`src/rtl/count_sequence_checker_sat_counter.sv`:
```
// Saturating up-counter with synchronous clear; clear and increment on the
// same edge yields one, so an error coinciding with the clear is not lost.
module sat_counter #(
  parameter int W = 8
) (
  input  logic         clk,
  input  logic         reset_n,
  input  logic         inc_i,
  input  logic         clr_i,
  output logic [W-1:0] cnt_o
);

  logic [W-1:0] cnt_q;
  logic [W-1:0] cnt_d;

  always_comb begin
    cnt_d = cnt_q;
    if (clr_i) begin
      cnt_d = inc_i ? W'(1) : '0;
    end else if (inc_i && (cnt_q != '1)) begin
      cnt_d = cnt_q + W'(1);
    end
  end

  always_ff @(posedge clk or negedge reset_n) begin
    if (!reset_n) begin
      cnt_q <= '0;
    end else begin
      cnt_q <= cnt_d;
    end
  end

  assign cnt_o = cnt_q;

endmodule

```
`config.mk`:
```
export PLATFORM = sky130hd
export DESIGN_NAME = sat_counter
export DESIGN_NICKNAME = d
export VERILOG_FILES = /design/src/rtl/count_sequence_checker_sat_counter.sv
export SDC_FILE = /design/constraint.sdc
export NUM_CORES = 1
export LEC_CHECK = 0
export BUFFER_PORTS_ARGS = -buffer_cell sky130_fd_sc_hd__buf_2
export CAP_MARGIN = 20
export CORE_ASPECT_RATIO = 0.8
export CORE_UTILIZATION = 25
export DETAILED_ROUTE_END_ITERATION = 10
export GPL_ROUTABILITY_DRIVEN = 1
export PLACE_DENSITY = 0.52
export SLEW_MARGIN = 20
export SYNTH_ARGS = -nofsm -noshare
export SYNTH_HDL_FRONTEND = slang
export SYNTH_SLANG_ARGS = --single-unit
```
`constraint.sdc`:
```
create_clock -name clk -period 2.23 [get_ports clk]
set_input_delay 0.3345 -clock clk [delete_from_list [all_inputs] [get_ports clk]]
set_output_delay 0.3345 -clock clk [all_outputs]
set_load 0.05 [all_outputs]
```
==> results of run 1 <==
## stage by stage
stage,total power (W),cell area [um^2]
6_report,0.0003166,576.8
5_1_grt,0.0003330,576.8
4_1_cts,0.0003217,576.8
3_5_place_dp,0.0002106,544.3
3_3_place_gp,0.0002117,544.3
2_1_floorplan,0.0001944,473.0
## synthesized netlist by cell type, types with 2 or more instances
master	instances	area [um^2]
a21oi_1	5	25.02
or3_1	2	12.51
dfrtp_1	8	200.2
o21ai_0	2	10.01
inv_1	2	7.510
nand2b_1	4	25.02
nand2_1	3	11.26
and3_1	2	12.51
## report_power, final
part           leakage (nW)  internal [W]   total, W  switching (W)
Clock                0.0138     0.0000613   0.000107      0.0000459
Combinational         0.139     0.0000155  0.0000509      0.0000354
Sequential            0.109      0.000151   0.000158     0.00000757
## worst min-delay path by stage
| stage | end | slack, ns | cells past startpoint |
|---|---|---|---|
| after floorplan | cnt_o[0] | 0.04 | 0 |
| after global placement | cnt_o[3] | 0.19 | 1 |
| after global routing | cnt_o[4] | 0.39 | 2 |
| final | cnt_o[4] | 0.37 | 2 |
| after detailed placement | cnt_o[4] | 0.19 | 1 |
| after CTS | cnt_o[4] | 0.37 | 2 |
## cells by family (layout without fill, tap and decap cells)
logic type | Yosys count | after routing
AND/OR/NAND/NOR | 18 | 18
AO/OA/AOI/OAI | 15 | 15
flip-flops | 8 | 8
buffers and inverters | 4 | 17
adder cells (fa/ha/maj) | 1 | 1
multiplexers | 1 | 1
## layout by cell type (no fill, tap or decap), drive strengths merged, types with 2 or more instances in the layout
| cell type | instances |
|---|---|
| clkbuf | 3 |
| nand2b | 4 |
| nand2 | 3 |
| and3 | 2 |
| or3 | 2 |
| o21ai | 2 |
| nand4 | 2 |
| dfrtp | 8 |
| inv | 2 |
| buf | 11 |
| a21oi | 5 |
## metal layers
metal,routed length [um],part of all wire [%],global-route usage (%)
met5,0,0,0
met2,345,36,13.33
met3,82,8.6,5.556
met4,0,0,2.083
met1,525,55,13.84
## area by class of cell
class                      count  area (um^2)
tap                           22        27.53
sequential                     8        200.2
inverter                       2        7.507
clock buffer                   3        22.52
fill                         187         1115
timing repair buffer          12        65.06
multi-input combinational     35        254.0
## timing repair
item	in CTS	in global routing
hold endpoints to repair	8	0
hold buffers	1	0
setup endpoints to repair	0	0
==> results by group, run 1 <==
Outcome
  – Status: complete, no violations

Drt
  – DRC violation count after routing: 0
  – Vias after detailed routing: 394
  – Total Routed Length: 953 um
  – Antenna violation net count after detailed routing: 0
  – Vias per cell: roughly 4.8
  – DR iter-0 viols: 1
  – DR pass1 iterations: 4
  – WL per Instance: approximately 12 um

GRT
  – Antenna violations before repair: 0
  – Grt total ovfl: 0
  – Global Route Usage Sum: around a tenth
  – First-pass GRT wire length: 1421 um
  – Largest net degree at the start of global routing: 12
  – Vias in the first global route: 315

Worst setup path
  – Setup crit end kind: register
  – RR Startpoint: cnt_o[0]
  – Max incr delay on CP: 0.43 ns
  – Crit path capture: cnt_o[5]
  – Crit-path max FO: 5
  – Startpoint class of the critical path: register
  – Worst r2r dst: cnt_o[5]
  – Critical Path Source: cnt_o[0]
  – Crit-path leading delay family: flip-flops
  – Worst Path Required: 2.35 ns
  – Slowest-stage cell, CP: dfrtp_1
  – Worst-path cell chain: ha_1 > and3_1 > a2111oi_2 > nor3b_1
  – Critical path depth: 4
  – CP arrival: 1.60 ns
  – Worst path buffer plus inverter count: 0
  – R2R setup slack: 0.75 ns
  – R2R depth: 4
  – Setup CP Type: register to register

Place
  – Final GP Congestion: 0.7480
  – Place WS: around 0.76 ns
  – Placed Cells: 78
  – Count of input and output buffers: 11
  – Hpwl dp: a little over 700 um

Clock network
  – CTS buffer count: 3
  – Worst-path clk slew: roughly 0.050 ns
  – CTS tree: yes
  – Worst-Skew Late Latency: 0.25 ns
  – Clk sinks: 8
  – # Post-CTS Setup Buffers: 0
  – Number of gates resized after CTS: 0
  – H-tree Lvls: 1
  – Clk Tree Root Cell: clkbuf_4
  – Clock buffer depth: 2

Timing
  – Worst setup margin: 0.7504 ns
  – Final Hold Slack: 0.3704 ns
  – Fin. Hold Viols: 0
  – Final min period: 1.480 ns
  – Setup TNS: 0 ns
  – Worst-margin pin slew: 0.2675 ns
  – Final setup fails: 0
  – Fmax: 0.6759 GHz
  – Slew Viols, Final: 0
  – RSZ-0062 raised after global routing: no
  – Clk_skew: 0.005040 ns
  – Max_slew headroom: 82.17%
  – Crit share post-route: 66.35%

Die
  – Chip width: approximately 51 um
  – Die area: 2071 um^2
  – Ports: 12
  – Vert. Die Dim: between 40 and 50 um
  – Core area: about 1700 um^2
  – Initial Utilization: 27.96%
  – Std cell rows: 13

Final layout
  – Syn-to-layout area delta: 21.96%
  – Final cell count without fillers: 82
  – Layout cell share with drive strength beyond 1: 31.67%
  – Fin util: 34.10%
  – Final net count: 67
  – Antenna cells: 0
  – Largest register FFs: 8

Yosys
  – Post-synth cell types: 27
  – Cells after Synth: 47
  – Adder-cell share of the synthesized area: 2.646%
  – Ys flop type: dfrtp_1
  – Synth Area in Simple Gates: 25.66%
  – Mux share of post-synthesis cell area: 2.116%
  – Number of enable flip-flop cells after synthesis: 0
  – Syn nets: 52
  – #FFs+latches synth: 8
  – XOR/XNOR Fraction of Synth Area: 0%
  – Post-synthesis sequential area ratio: 42.33%
  – Main combinational cell family by area after synthesis: simple AND/OR/NAND/NOR gates
  – Synth Warn #: 0
  – Compound-gate portion of the synthesized area: a little under a quarter
  – Post-synth ARST share: 100.0%
  – Syn_area_per_cell: slightly above 10 um^2
  – Netlist Area Pre-Place: 473.0 um^2

Job
  – Number of max-cap violations: 0

Pwr
  – Pwr per Cell Area: 548.8 nW/um^2
  – Worst VDD drop: between 200 and 250 uV
  – LEAKAGE: 0.2610 nW

Hold path
  – Hold Crit Class: primary input to register
  – Hold path start: clr_i
Note: power is estimated with default switching activity, not from simulation.
==> run 2, diff against run 1 <==
--- a/config.mk
+++ b/config.mk
@@ -5,13 +5,14 @@
 export SDC_FILE = /design/constraint.sdc
 export NUM_CORES = 1
 export LEC_CHECK = 0
+export ABC_AREA = 1
 export BUFFER_PORTS_ARGS = -buffer_cell sky130_fd_sc_hd__buf_2
 export CAP_MARGIN = 20
 export CORE_ASPECT_RATIO = 0.8
 export CORE_UTILIZATION = 25
 export DETAILED_ROUTE_END_ITERATION = 10
 export GPL_ROUTABILITY_DRIVEN = 1
-export PLACE_DENSITY = 0.52
+export PLACE_DENSITY = 0.53
 export SLEW_MARGIN = 20
 export SYNTH_ARGS = -nofsm -noshare
 export SYNTH_HDL_FRONTEND = slang
==> constraint.sdc (replaced) <==
create_clock -name clk -period 1.3 [get_ports clk]
set_input_delay 0.195 -clock clk [delete_from_list [all_inputs] [get_ports clk]]
set_output_delay 0.195 -clock clk [all_outputs]
set_load 0.05 [all_outputs]
==> run 2 against run 1 <==
- worst hold slack lost 0.13 ns
- clock skew decreased by 0.0018 ns
- non-clock buffer count is 4 higher
- global-route usage grew 3.6 points
- register-to-register slack worse by 0.67 ns
- worst setup slack got worse by 0.68 ns
- combinational power increased by 140%
- total power increased by 92%
==> results by group, run 2 <==
Outcome
  – Status: complete, no violations

Clock network
  – Clk sinks: 8 (unchanged)
  – Clock buffer depth: 2 (unchanged)
  – Worst-path clk slew: 0.06 ns (about the same)
  – Worst-Skew Late Latency: 0.26 ns (about the same)
  – Clk Tree Root Cell: clkbuf_4
  – CTS buffer count: 3 (unchanged)
  – CTS tree: yes
  – H-tree Lvls: 1 (unchanged)

Yosys
  – Top-count cell post-synth: nand2_1
  – Synth top area cells: dfrtp_1 (39%), nand2_1 (14%), nand3_1 (9.6%)
  – Post-synth ARST share: 100.0% (unchanged)
  – Post-synth cell types: 18 (-33%)
  – Post-synthesis sequential area ratio: 38.55% (-3.8 points)
  – Mux share of post-synthesis cell area: 0% (-2.1 points)
  – Synth top area share: 38.55% (-3.8 points)
  – XOR/XNOR Fraction of Synth Area: 1.687% (+1.7 points)
  – Number of enable flip-flop cells after synthesis: 0 (unchanged)
  – Most frequent cells after synthesis: nand2_1 (19), nand3_1 (10), dfrtp_1 (8), inv_1 (8), nor2_1 (6)
  – #FFs+latches synth: 8 (unchanged)
  – Yosys top cell by area: dfrtp_1
  – Synth Warn #: 0 (unchanged)
  – Synth Area in Simple Gates: 44.10% (+18 points)
  – Syn nets: 74 (+42%)
  – Syn_area_per_cell: 7.525 um^2 (-25%)
  – Netlist Area Pre-Place: 519.2 um^2 (+9.8%)
  – Main combinational cell family by area after synthesis: simple AND/OR/NAND/NOR gates
  – Cells after Synth: 69 (+47%)
  – Ys flop type: dfrtp_1
  – Adder-cell share of the synthesized area: 2.410% (-0.24 points)
  – Compound-gate portion of the synthesized area: 6.747% (-17 points)

Die
  – Std cell rows: 14 (+1)
  – Initial Utilization: 27.20% (-0.76 points)
  – Die area: 2264 um^2 (+9.3%)
  – Ports: 12 (unchanged)
  – Core area: 1909 um^2 (+13%)
  – Vert. Die Dim: 42.76 um (+4.5%)
  – Chip width: 52.96 um (+4.6%)

Pwr
  – Sw Ratio: 31.18% (+3.1 points)
  – Pwr per Cell Area: 848.3 nW/um^2 (+55%)
  – Sw Pwr: 0.0001896 W (+110%)
  – Combinational cell fraction of total power: 20.2% (+4.1 points)
  – Worst VDD drop: 429.0 uV (+74%)
  – Total Power: 0.0006082 W (+92%)
  – LEAKAGE: 0.3820 nW (+46%)
  – P_int: 0.0004186 W (+84%)
  – Seq pwr share: 44.3% (-5.7 points)
  – Clock Power Share: 35.4% (+1.5 points)

Timing
  – Fin. Hold Viols: 0 (unchanged)
  – Worst-margin pin slew: 0.3433 ns (+0.07582 ns)
  – Final setup fails: 0 (unchanged)
  – Final min period: 1.233 ns
  – Max_slew headroom: 76.97% (-5.2 points)
  – Final Hold Slack: 0.2449 ns (-0.1256 ns)
  – Clk_skew: 0.003217 ns (-0.001822 ns)
  – Slew Viols, Final: 0 (unchanged)
  – Worst setup margin: 0.06717 ns (-0.6832 ns)
  – Crit share post-route: 94.83%
  – Fmax: 0.8111 GHz
  – RSZ-0062 raised after global routing: no

Final layout
  – Layout cell share with drive strength beyond 1: 41.57% (+9.9 points)
  – Syn-to-layout area delta: 38.07%
  – Fin util: 37.55% (+3.5 points)
  – Largest register FFs: 8 (unchanged)
  – Final net count: 95 (+42%)
  – # fillers: 196 (+4.8%)
  – Final Cell Area: 716.9 um^2 (+24%)
  – Commonest non-fill, non-tap cells in the layout: nand2_1 (18), buf_2 (11), nand3_1 (10)
  – Antenna cells: 0 (unchanged)
  – Commonest non-fill, non-tap cell in the layout: nand2_1

Drt
  – Vias per cell: 4.442 (-7.5%)
  – DR pass1 iterations: 3 (-1)
  – WL per Instance: 10.78 um (-7.3%)
  – Total Routed Length: 1218 um (+28%)
  – DR iter-0 viols: 3 (+2)
  – DRC violation count after routing: 0 (unchanged)
  – Vias after detailed routing: 502 (+27%)
  – Antenna violation net count after detailed routing: 0 (unchanged)

Hold path
  – Worst Hold Path EP: cnt_o[1]
  – Hold path start: clr_i
  – Hold Path Stages: 4 (+2)
  – Hold Crit Class: primary input to register

Worst setup path
  – RR Startpoint: cnt_o[1]
  – R2R depth: 7 (+3)
  – Worst r2r dst: cnt_o[2]
  – Worst Path Required: 1.11 ns (-1.24 ns)
  – Startpoint class of the critical path: register
  – Setup CP Type: register to primary output
  – Setup crit end kind: primary output
  – Crit-path max FO: 4 (-1)
  – CP arrival: 1.04 ns (-0.56 ns)
  – Critical Path Source: cnt_o[0]
  – R2R setup slack: 0.08 ns (-0.67 ns)

Place
  – Placed cell area: 658.1 um^2 (+21%)
  – Hpwl dp: 928.8 um (+29%)
  – Final GP Congestion: 0.7546 (+0.88%)
  – Place WS: 0.03401 ns (-0.7303 ns)
  – Count of input and output buffers: 11 (unchanged)

Job
  – Number of max-cap violations: 0 (unchanged)

GRT
  – Global Route Usage Sum: 13.62% (+3.6 points)
  – First-pass GRT wire length: 2118 um (+49%)
  – Antenna violations before repair: 0 (unchanged)
  – Largest net degree at the start of global routing: 11 (-1)
  – Grt total ovfl: 0 (unchanged)
  – Vias in the first global route: 447 (+42%)
[run 2: kinds of logic after synthesis]
kind of cell / count (synthesis)
compound gates: 5
xor+xnor: 1
fa+ha+maj: 1
buf+inv: 9
flops: 8
simple gates: 45
[run 2: worst max-delay path: stages (launching register included)]
cell,delay [ns]
dfrtp_2,0.42
buf_4,0.15
buf_2,0.20
[run 2: how the worst max path moves through the flow]
stage / endpoint / slack (ns) / cells after the start
5_1_grt: cnt_o[1] / 0.005 / 8
3_5_place_dp: cnt_o[0] / 0.03 / 6
6_report: cnt_o[0] / 0.07 / 2
2_1_floorplan: cnt_o[3] / -0.07 / 8
3_3_place_gp: cnt_o[2] / 0.06 / 7
4_1_cts: cnt_o[0] / 0.03 / 6
[run 2: repair_timing]
| action | 4_1_cts | 5_1_grt |
|---|---|---|
| hold buffers | 1 | 0 |
| setup endpoints to repair | 0 | 7 |
| endpoints found under the hold margin | 8 | 0 |
| setup buffers | 0 | 2 |
| resized for setup | 0 | 3 |
[run 2: per-layer routing]
layer	GRT usage (%)	share of wire, %	vias to the layer above
met3	5.376	5.3	2
met2	17.72	43	10
met5	0	0	-
met1	19.21	51	224
li1	-	-	266
met4	6.316	0.90	0
[run 2: power by group through the flow]
| stage | logic [W] | clock network [W] | registers [W] |
|---|---|---|---|
| 2_1_floorplan | 0.0000384 | 0 | 0.000309 |
| 3_3_place_gp | 0.000118 | 0 | 0.000275 |
| 3_5_place_dp | 0.000119 | 0 | 0.000275 |
| 4_1_cts | 0.000122 | 0.000231 | 0.000270 |
| 5_1_grt | 0.000136 | 0.000242 | 0.000271 |
| 6_report | 0.000123 | 0.000216 | 0.000270 |
[run 2: cell type report]
type | instances | area, um^2 | area share [%]
clock buffer | 4 | 26.28 | 3.665
timing repair buffer | 16 | 95.09 | 13.26
inverter | 9 | 33.78 | 4.712
sequential | 8 | 209.0 | 29.14
multi-input combinational | 52 | 322.8 | 45.03
tap | 24 | 30.03 | 4.188
[run 2: per-stage QoR]
stage	TNS, ns	instances
after global placement	0	106
after global routing	0	113
after detailed placement	0	106
after floorplan	-0.3129	69
final	0	113
after CTS	0	111
